`config.mk`:
```
export PLATFORM = sky130hd
export DESIGN_NAME = control_sequencer
export DESIGN_NICKNAME = d
export VERILOG_FILES = /design/src/rtl/control_sequencer.sv
export SDC_FILE = /design/constraint.sdc
export NUM_CORES = 1
export LEC_CHECK = 0
export ABC_AREA = 1
export CORE_ASPECT_RATIO = 1.2
export CORE_MARGIN = 2
export CORE_UTILIZATION = 42
export CTS_CLUSTER_SIZE = 8
export DETAILED_ROUTE_END_ITERATION = 7
export GPL_TIMING_DRIVEN = 1
export PLACE_DENSITY = 0.75
export SYNTH_ARGS = -nofsm -noshare
export SYNTH_HDL_FRONTEND = slang
export SYNTH_SLANG_ARGS = --single-unit
export TNS_END_PERCENT = 1
```
`constraint.sdc`:
```
create_clock -name i_clock -period 1.86 [get_ports i_clock]
set_input_delay 0.186 -clock i_clock [delete_from_list [all_inputs] [get_ports i_clock]]
set_output_delay 0.186 -clock i_clock [all_outputs]
set_load 0.03 [all_outputs]
```
`src/rtl/control_sequencer.sv`:
```
// Four-timestep control sequencer for a small bus-based processor datapath.
// Latches an instruction on EXEC in T0 and steps through its bus/enable schedule.
module control_sequencer (
    input  logic       i_clock,
    input  logic       i_reset,
    input  logic       i_exec,
    input  logic [9:0] i_instr,
    output logic [9:0] o_ir,
    output logic [1:0] o_time,
    output logic       o_done,
    output logic       o_ext_en,
    output logic [3:0] o_rin,
    output logic [3:0] o_rout,
    output logic       o_ain,
    output logic       o_gin,
    output logic       o_gout,
    output logic [1:0] o_alu_op
);

    localparam int unsigned IR_W  = 10;
    localparam int unsigned REG_N = 4;
    localparam int unsigned OP_W  = 2;

    typedef enum logic [1:0] {
        T0 = 2'd0,
        T1 = 2'd1,
        T2 = 2'd2,
        T3 = 2'd3
    } time_t;

    localparam logic [3:0] OPC_LOAD = 4'b0000;
    localparam logic [3:0] OPC_COPY = 4'b0001;
    localparam logic [3:0] OPC_ADD  = 4'b0010;
    localparam logic [3:0] OPC_SUB  = 4'b0011;
    localparam logic [3:0] OPC_INV  = 4'b0100;
    localparam logic [3:0] OPC_FLP  = 4'b0101;
    localparam logic [3:0] OPC_ADDI = 4'b0110;
    localparam logic [3:0] OPC_SUBI = 4'b0111;

    localparam logic [OP_W-1:0] ALU_ADD = 2'b00;
    localparam logic [OP_W-1:0] ALU_SUB = 2'b01;
    localparam logic [OP_W-1:0] ALU_INV = 2'b10;
    localparam logic [OP_W-1:0] ALU_REV = 2'b11;

    time_t              r_time;
    logic [IR_W-1:0]    r_ir;
    logic               r_done;
    logic               r_ext_en;
    logic [REG_N-1:0]   r_rin;
    logic [REG_N-1:0]   r_rout;
    logic               r_ain;
    logic               r_gin;
    logic               r_gout;
    logic [OP_W-1:0]    r_alu_op;

    time_t              w_next_time;
    logic [IR_W-1:0]    w_next_ir;
    logic               w_done;
    logic               w_ext_en;
    logic [REG_N-1:0]   w_rin;
    logic [REG_N-1:0]   w_rout;
    logic               w_ain;
    logic               w_gin;
    logic               w_gout;
    logic [OP_W-1:0]    w_alu_op;
    logic [3:0]         w_opc;
    logic [REG_N-1:0]   w_rx_oh;
    logic [REG_N-1:0]   w_ry_oh;

    // Timestep/IR advance: latch only in T0, leave the sequence only via DONE.
    always_comb begin
        w_next_time = r_time;
        w_next_ir   = r_ir;
        if (r_time == T0) begin
            if (i_exec) begin
                w_next_time = T1;
                w_next_ir   = i_instr;
            end
        end else if (r_done) begin
            w_next_time = T0;
        end else begin
            w_next_time = time_t'(2'(r_time + 2'd1));
        end
    end

    // Moore decode of the upcoming (timestep, IR) pair; registered below so the
    // enables are aligned with TIME/IR and cleared together by reset.
    always_comb begin
        w_done   = 1'b0;
        w_ext_en = 1'b0;
        w_rin    = '0;
        w_rout   = '0;
        w_ain    = 1'b0;
        w_gin    = 1'b0;
        w_gout   = 1'b0;
        w_alu_op = ALU_ADD;
        w_opc    = w_next_ir[9:6];
        w_rx_oh  = 4'(4'b0001 << w_next_ir[5:4]);
        w_ry_oh  = 4'(4'b0001 << w_next_ir[3:2]);

        case (w_next_time)
            T1: begin
                case (w_opc)
                    OPC_LOAD: begin
                        w_ext_en = 1'b1;
                        w_rin    = w_rx_oh;
                        w_done   = 1'b1;
                    end
                    OPC_COPY: begin
                        w_rout = w_ry_oh;
                        w_rin  = w_rx_oh;
                        w_done = 1'b1;
                    end
                    OPC_ADD, OPC_SUB, OPC_ADDI, OPC_SUBI: begin
                        w_rout = w_rx_oh;
                        w_ain  = 1'b1;
                    end
                    OPC_INV: begin
                        w_rout   = w_ry_oh;
                        w_gin    = 1'b1;
                        w_alu_op = ALU_INV;
                    end
                    OPC_FLP: begin
                        w_rout   = w_ry_oh;
                        w_gin    = 1'b1;
                        w_alu_op = ALU_REV;
                    end
                    default: begin
                        // Illegal opcode: finish immediately with no side effects.
                        w_done = 1'b1;
                    end
                endcase
            end
            T2: begin
                case (w_opc)
                    OPC_ADD, OPC_SUB: begin
                        w_rout   = w_ry_oh;
                        w_gin    = 1'b1;
                        w_alu_op = (w_opc == OPC_SUB) ? ALU_SUB : ALU_ADD;
                    end
                    OPC_ADDI, OPC_SUBI: begin
                        w_ext_en = 1'b1;
                        w_gin    = 1'b1;
                        w_alu_op = (w_opc == OPC_SUBI) ? ALU_SUB : ALU_ADD;
                    end
                    OPC_INV, OPC_FLP: begin
                        w_gout = 1'b1;
                        w_rin  = w_rx_oh;
                        w_done = 1'b1;
                    end
                    default: begin
                        w_done = 1'b1;
                    end
                endcase
            end
            T3: begin
                w_gout = 1'b1;
                w_rin  = w_rx_oh;
                w_done = 1'b1;
            end
            default: begin
                w_done = 1'b0;
            end
        endcase
    end

    always_ff @(posedge i_clock or posedge i_reset) begin
        if (i_reset) begin
            r_time   <= T0;
            r_ir     <= '0;
            r_done   <= 1'b0;
            r_ext_en <= 1'b0;
            r_rin    <= '0;
            r_rout   <= '0;
            r_ain    <= 1'b0;
            r_gin    <= 1'b0;
            r_gout   <= 1'b0;
            r_alu_op <= '0;
        end else begin
            r_time   <= w_next_time;
            r_ir     <= w_next_ir;
            r_done   <= w_done;
            r_ext_en <= w_ext_en;
            r_rin    <= w_rin;
            r_rout   <= w_rout;
            r_ain    <= w_ain;
            r_gin    <= w_gin;
            r_gout   <= w_gout;
            r_alu_op <= w_alu_op;
        end
    end

    assign o_ir     = r_ir;
    assign o_time   = r_time;
    assign o_done   = r_done;
    assign o_ext_en = r_ext_en;
    assign o_rin    = r_rin;
    assign o_rout   = r_rout;
    assign o_ain    = r_ain;
    assign o_gin    = r_gin;
    assign o_gout   = r_gout;
    assign o_alu_op = r_alu_op;

endmodule

```
# After elaboration in Yosys (flattened, before gate mapping)
# Cells that the tools add are included.
word_totals:
  reg_bits: 27
  input_bits: 13
  out_inout_bits: 27
  wordCells: 61
op_classes:
  add_sub_neg: 1
  n_eq_ne: 10
  shifts: 2
  mux: 27
  n_reduce_logical: 10
ops:
  columns: ["cell", "n"]
  rows:
  - ["$mux 10", 2]
  - ["$eq 4x3->1 const B", 4]
  - ["$pmux 4 s2", 2]
  - ["$mux 4", 3]
  - ["$pmux 4 s3", 1]
  - ["$mux 1", 9]
  - ["$eq 4x2->1 const B", 2]
  - ["$pmux 1 s2", 4]
  - ["$pmux 2 s2", 2]
  - ["$reduce_or 2->1", 4]
  - ["$shl 1x2->4 const A", 2]
  - ["$mux 2", 3]
  - ["$reduce_or 6->1", 1]
  - ["$eq 2x2->1 const B", 2]
  - ["$eq 4x1->1 const B", 1]
  - ["$logic_not 4->1", 1]
  - ["$reduce_or 4->1", 1]
  - ["$pmux 1 s3", 1]
  - ["$reduce_or 3->1", 1]
  - ["$add 2x1->2 const B", 1]
  - ["$eq 2x1->1 const B", 1]
  - ["$logic_not 2->1", 1]
  - ["$reduce_and 2->1", 1]

# Longest topological paths before layout
# Gate-level depths: netlist (run 1).
logic_depth:
  word_depth: 6
  depth_mapped: 12
  mapped_depth_nobuf: 11

# Least setup slack after synthesis (run 1)
# No wires, ideal clock.
synth_path:
  path_type: "register to register"
  start: "register r_time[0], in the netlist o_time[0]"
  end: "register r_ext_en, in the netlist o_ext_en"
  setup_ns: 0.140
  arrival_time_ns: 2.133
  required_ns: 1.720
  setup_slack_ns: -0.414
  path_stages_with_launch: 11
  n_path_buf: 2
  period_less_slack_ns: 2.274
  cell_sequence: "dfrtp_1 -> inv_1 -> ha_1 -> buf_6 -> o21ai_0 -> inv_1 -> ha_1 -> clkbuf_1 -> nor2_1 -> nand2_1 -> o21ai_0"
synth_via:
  word_cells_on_any_way: 15
  classes_between: "add/sub (1); eq/ne (4); mux (7); reduce/logical (3)"
synth_rtl:
  columns: ["element", "line_no", "source"]
  rows:
  - ["start: declaration", "45", "time_t r_time;"]
  - ["start signal: assignment", "180", "r_time <= w_next_time;"]
  - ["$add 2x1->2", "82", "w_next_time = time_t'(2'(r_time + 2'd1));"]
  - ["$mux 2", "79", "end else if (r_done) begin"]
  - ["$mux 2 (*)", "74", "if (r_time == T0) begin"]
  - ["net w_next_time[0]", "56", "time_t w_next_time;"]
  - ["$eq 2x2->1 / $eq 2x1->1 (equally long branches)", "101", "case (w_next_time)"]
  - ["$pmux 1 s2 (*)", "101", null]
  - ["net w_ext_en", "59", "logic w_ext_en;"]
  - ["end signal: assignment", "183", "r_ext_en <= w_ext_en;"]
  - ["end: declaration", "48", "logic r_ext_en;"]
# The timed path passes the listed nets; every way through them passes the cells marked *.
# A chain may end at the register's enable or synchronous reset.

# Final worst setup path (run 1)
layout_path:
  start: "register r_time[0], in the netlist o_time[0]"
  end: "register r_rout[3], in the netlist o_rout[3]"
layout_via:
  elab_chain_len: 6
  word_cells_on_any_way: 23
  classes_between: "add/sub (1); eq/ne (9); shift (2); mux (7); reduce/logical (4)"
layout_lines:
  columns: ["element", "line_no", "source"]
  rows:
  - ["$logic_not 2->1", "74", null]
  - ["$mux 10", "74", null]
  - ["$eq 4x2->1 (tied with other cells)", "103, 135", null]
  - ["$reduce_or 4->1 (no source line) (tied with other cells)", null, null]
  - ["$pmux 4 s2 / $mux 4 (equally long branches)", "103, 135", null]
  - ["$pmux 4 s2 (*)", "101", null]
  - ["net w_rout[3]", "61", "logic [REG_N-1:0] w_rout;"]
  - ["end signal: assignment", "185", "r_rout <= w_rout;"]
  - ["end: declaration", "50", "logic [REG_N-1:0] r_rout;"]
# Marked as above.

==> metrics.txt, run 1 <==
io pins=40; vias=1135; end of the critical path=o_rout[3]; first-pass GRT wire length=5133 µm; CP top delay family=flip-flops; WL met1=1136 µm; Worst EP required=2120 ps; routability congestion estimate from global placement=0.7910; reg-to-reg slack, setup=-4 ps; min-delay worst type=input pin to async pin; power share of the clock group=5.9%; R2R cell count=10; total CTS buffers=3; Net Sw Frac=48.20%; Initial Utilization=44.27%; # DRC=0; placed instance area=1846 µm²; RSZ-0062 raised after global routing=yes; H-tree depth=1; Nets=224; outcome=complete, but fails checks; top area cells in the synthesized netlist=dfrtp_1, inv_1, nand2_1; sequential power share=22.1%; Synth cell types=24; Hold-fix buffers, CTS=0; post-synth top area share=49.95%; clk_lat worst skew=310 ps; CTS tree=built; routed length on met2=1740 µm; clk sinks=27; most numerous cell in the Yosys netlist=inv_1; critical path class=flip-flop to flip-flop; syn_nets=170; layout cells sized above 1=31.22%; clk root buf=clkbuf_4; largest net degree at the start of global routing=28; CP Launch Type=flip-flop; final instance area=2002 µm²; Setup TNS=-10.02 ps; number of synthesized flops with an enable pin=0; Max Slew Vio Count=0; Setup Skew=5.492 ps; upper clock frequency limit=536.5 MHz; Main synth FF type=dfrtp_1; reg2reg end=o_rout[3]; Core Region=3055 µm²; crit path launch=o_time[0]; Worst path max stage delay=440 ps; final cell count without fillers=241; Worst Path Arrival=2120 ps; DR WL/cell=12.51 µm; register area share after synthesis=49.95%; die area=3692 µm²; fin worst setup slack=-4.055 ps; asr flop ratio synth=100.0%; Die X=55.81 µm; met3 wire len=122 µm; initial antenna violation count=0; post-route ant nets=0; P_leak=0.0009504 µW; critical path fanouts, max=5; pwr dens=2057 nW/µm²; GRT Total Usage=17.91%; CP max-delay cell=dfrtp_2; failing checks=setup timing; Syn Std Cell Area=1353 µm²; placed cell count=232; P_sw=1985 µW; clock-pin slew on the worst setup and hold paths=140 ps; final WL=3014 µm; row count=22; relative slew slack=77.90%; Crit path depth=10; R2R Path Start=o_time[0]; WP buf/inv=3; min Tclk post-route=1864 ps; Yosys reg bits=27; total gr overflow=0; via/cell ratio=4.710; vias in the first global route=1165; Power Internal=2133 µW; Setup crit end kind=flip-flop; cell taking the most area after synthesis=dfrtp_1; Top Layer Used=met4; die height=66.17 µm; First DRT Iteration DRCs=14; Inserted Diodes=0; post-DP HPWL=2301 µm; FILL cells=265; Comb power frac=71.9%; Final Hold Violating Endpoints=0; Worst VDD drop=1.390 mV; worst-case clock buffer depth=2; yosys synthesis warning count=0; P&R area growth vs syn=48.01%; placement-stage worst setup slack=-109.7 ps; synth cell count leaders=inv_1, dfrtp_1, nand2_1; Worst-Margin Slew=330.5 ps; most frequent CP cell=ha_4; Final Setup Violations=5; DRT Pass-1 Iters=4; critical path, cell by cell=inv_2, ha_4, nor3b_2, a31oi_1, buf_4, ha_4, inv_4, nor2_4, nand2_1, a21oi_2; Tcrit/Tclk final=100.2%; Port Buf Inserts=39; max-cap violations=0; Post-Synthesis Cells=152; Post-Synthesis Mean Instance Area=8.898 µm²
==> cell type report <==
class	instances	area, µm²	share of cell area (%)
Inverter	32	125.1	6.250
Timing Repair Buffer	53	520.5	26.00
Tap cell	36	45.04	2.250
Sequential cell	27	678.2	33.87
Clock buffer	4	26.28	1.313
Multi-Input combinational cell	89	606.8	30.31
==> metal layers <==
metal	vias to the layer above	track usage, %
met1	536	19.29
met5	-	0
li1	566	-
met3	2	2.348
met2	31	36.31
met4	0	4.573
==> registers in the layout, indices dropped and copies added (netlist names) <==
signal,flops
o_ir,10
o_rin,4
o_rout,4
o_alu_op,2
o_time,2
o_ain,1
o_done,1
o_ext_en,1
o_gin,1
o_gout,1
==> repair_timing <==
action	in CTS	in global routing
buffers inserted	2	3
pin swaps	2	8
endpoints found under the setup margin	12	13
resized for setup	9	18
==> how the worst min path moves through the flow <==
stage	startpoint	end	slack, ps	depth (start not counted)
floorplan	i_reset	o_ain	240	1
global placement	o_ir[1]	o_ir[1]	490	1
detailed placement	o_ir[1]	o_ir[1]	500	1
CTS	i_reset	o_ir[0]	180	3
global route	i_reset	o_ir[0]	190	3
finish	i_reset	o_ir[0]	190	3
==> power groups by stage <==
stage                     Sequential [µW]  Clock [µW]  Combinational [µW]
after floorplan                      1370           0                1220
after global placement                916           0                2400
after detailed placement              927           0                2480
after CTS                             912         258                2680
after global routing                  939         287                3180
final                                 912         244                2960
==> cell families (layout without fill, tap and decap cells) <==
logic type,count (synthesis),after routing,share of synthesized area [%]
multiplexers,2,2,1.665
flip-flops,27,27,49.95
AND/OR/NAND/NOR,68,68,23.77
buffers and inverters,36,89,11.66
adder cells (fa/ha/maj),5,5,4.625
AO/OA/AOI/OAI,14,14,8.326
==> metrics by stage <==
stage | total power, µW | utilization (%) | hold slack [ps]
after floorplan | 2587 | - | 238.6
after global placement | 3319 | 60.40 | 487.2
after detailed placement | 3411 | 60.40 | 495.2
after CTS | 3855 | 62.94 | 184.5
after global routing | 4404 | 65.52 | 191.5
final | 4119 | 65.52 | 188.8
==> worst reg2reg max path, cell delays in order (launching register included) <==
cell	delay, ps
dfrtp_2	440
inv_2	80
ha_4	200
nor3b_2	150
a31oi_1	200
buf_4	170
ha_4	150
inv_4	40
nor2_4	170
nand2_1	100
a21oi_2	120
==> cells in the final DEF, fill, tap and decap left out, drive strengths merged <==
cell,count
clkdlybuf4s50,39
mux2,2
a21oi,6
o21ai,7
nor3,2
ha,5
nand3,10
clkbuf,4
buf,14
a31oi,1
dfrtp,27
nand4,1
nand2,32
nor2,22
inv,32
nor3b,1
Note: power is estimated with default switching activity, not from simulation.
==> run 2: changes to the inputs <==
Settings changed: CORE_UTILIZATION 42 to 44, CTS_BUF_LIST set to sky130_fd_sc_hd__clkbuf_8, PLACE_DENSITY 0.75 to 0.78.
==> metrics.txt, run 2 (synthesized netlist as in run 1, its figures left out) <==
io pins=40 (unchanged); Port Buf Inserts=39 (unchanged); First DRT Iteration DRCs=15 (+1); Initial Utilization=45.08% (+0.81 points); initial antenna violation count=0 (unchanged); Max Slew Vio Count=0 (unchanged); routability congestion estimate from global placement=0.8368 (+5.8%); # DRC=0 (unchanged); routed length on met2=1551 µm (-11%); placed cell count=231 (-0.43%); total gr overflow=0 (unchanged); DR WL/cell=11.72 µm (-6.3%); WP buf/inv=3 (unchanged); CP max-delay cell=dfrtp_2; CTS tree=built; Setup crit end kind=flip-flop; final cell count without fillers=237 (-1.7%); Worst path max stage delay=440 ps (about the same); Overall Power=4005 µW (-2.8%); GRT Total Usage=16.95% (-0.97 points); upper clock frequency limit=552.0 MHz (+2.9%); Tcrit/Tclk final=97.41% (-2.8 points); P_leak=0.0009274 µW (-2.4%); row count=22 (unchanged); most frequent CP cell=ha_4; crit path launch=o_time[1]; min Tclk post-route=1812 ps (-52.31 ps); Core Region=3000 µm² (-1.8%); critical path, cell by cell=inv_2, ha_4, nor3b_4, a31oi_2, buf_4, ha_4, inv_4, nor2_4, nand2_2, a21oi_2; WL met1=1038 µm (-8.6%); met3 wire len=144 µm (+18%); R2R Path Start=o_time[1]; post-DP HPWL=2180 µm (-5.2%); most frequent cells in the layout=clkdlybuf4s50_1, inv_1, dfrtp_1; total CTS buffers=3 (unchanged); outcome=complete, no violations; Largest register FFs=10 (unchanged); post-route ant nets=0 (unchanged); clk sinks=27 (unchanged); min-delay worst type=input pin to async pin; Worst Path Arrival=2020 ps (-100 ps); Setup TNS=0 ps (+10.02 ps); Worst VDD drop=1.401 mV (+0.76%); largest net degree at the start of global routing=28 (unchanged); final instance area=1972 µm² (-1.5%); critical path class=flip-flop to flip-flop; max-cap violations=0 (unchanged); Inserted Diodes=0 (unchanged); vias=1128 (-0.62%); Setup Skew=5.989 ps (+0.4966 ps); die area=3535 µm² (-4.3%); pwr dens=2031 nW/µm² (-1.3%); RSZ-0062 raised after global routing=yes; Final Hold Violating Endpoints=0 (unchanged); Nets=220 (-1.8%); Top Layer Used=met4; die height=64.74 µm (-2.2%); DRT Pass-1 Iters=4 (unchanged); Worst EP required=2070 ps (-50 ps); commonest non-fill, non-tap cell in the layout=clkdlybuf4s50_1; clk root buf=clkbuf_8; P&R area growth vs syn=45.79%; H-tree depth=1 (unchanged); FILL cells=246 (-7.2%); final WL=2777 µm (-7.9%); layout cells sized above 1=27.86% (-3.4 points); worst hold slack=279.3 ps (+90.56 ps); worst-case clock buffer depth=2 (unchanged); placed instance area=1826 µm² (-1.1%); Die X=54.61 µm (-2.1%); Final Setup Violations=0 (-5); clock-pin slew on the worst setup and hold paths=100 ps (-40 ps); critical path fanouts, max=5 (unchanged); CP top delay family=flip-flops; Worst-Margin Slew=341.0 ps (+10.53 ps); clk_lat worst skew=270 ps (-40 ps); Hold-fix buffers, CTS=0 (unchanged); relative slew slack=77.27% (-0.63 points); CP Launch Type=flip-flop; vias in the first global route=1127 (-3.3%); via/cell ratio=4.759 (+1.1%); first-pass GRT wire length=4498 µm (-12%)
## run 2: cell types whose count changed in the layout (fill, tap and decap cells not counted), sizes merged
cell	change
buf	-4
clkbuf	-1
clkinvlp	+1
## run 2: worst min-delay path: stages
cell	delay (ps)
clkdlybuf4s50_1	400
inv_1	60
buf_4	320
## run 2: cell type report
type	count	area, µm²	area share [%]
inverter	32	122.6	6.218
clock inverter	1	7.507	0.3807
clock buffer	3	41.29	2.094
multi-input combinational	89	599.3	30.39
sequential	27	678.2	34.39
timing repair buffer	49	478.0	24.24
tap	36	45.04	2.284
## run 2: routing by layer
metal | vias to the layer above | GRT usage, %
met4 | 0 | 4.063
li1 | 555 | -
met1 | 533 | 19.03
met2 | 36 | 31.85
met3 | 4 | 2.304
met5 | - | 0
## run 2: path summary, 6_finish.rpt
| check | cells past startpoint | to | slack, ps |
|---|---|---|---|
| max | 10 | o_rout[0] | 50 |
| min | 3 | o_rout[0] | 280 |
| max reg2reg | 10 | o_rout[0] | 50 |
| min reg2reg | 1 | o_ir[1] | 510 |
| max in group asynchronous | 3 | o_time[0] | 1300 |
| min in group i_clock | 1 | o_ir[1] | 510 |
## run 2: power by group
part | internal (µW) | switching [µW] | leakage [µW]
sequential | 813 | 104 | 0.000342
clock | 152 | 181 | 0.0000217
combinational | 1140 | 1610 | 0.000564
## run 2: through the flow
| stage | setup WS (ps) | util (%) |
|---|---|---|
| after floorplan | -75.39 | - |
| after detailed placement | -61.81 | 60.84 |
| final | 48.26 | 65.72 |
| after global routing | -60.61 | 65.72 |
| after CTS | 20.46 | 63.34 |
| after global placement | 37.79 | 60.84 |
## run 2: repair_timing
| item | in CTS | in global routing |
|---|---|---|
| gates cloned | 0 | 0 |
| pin swaps | 1 | 6 |
| gates resized for setup | 4 | 17 |
| setup buffers | 1 | 1 |
| setup endpoints to repair | 11 | 12 |
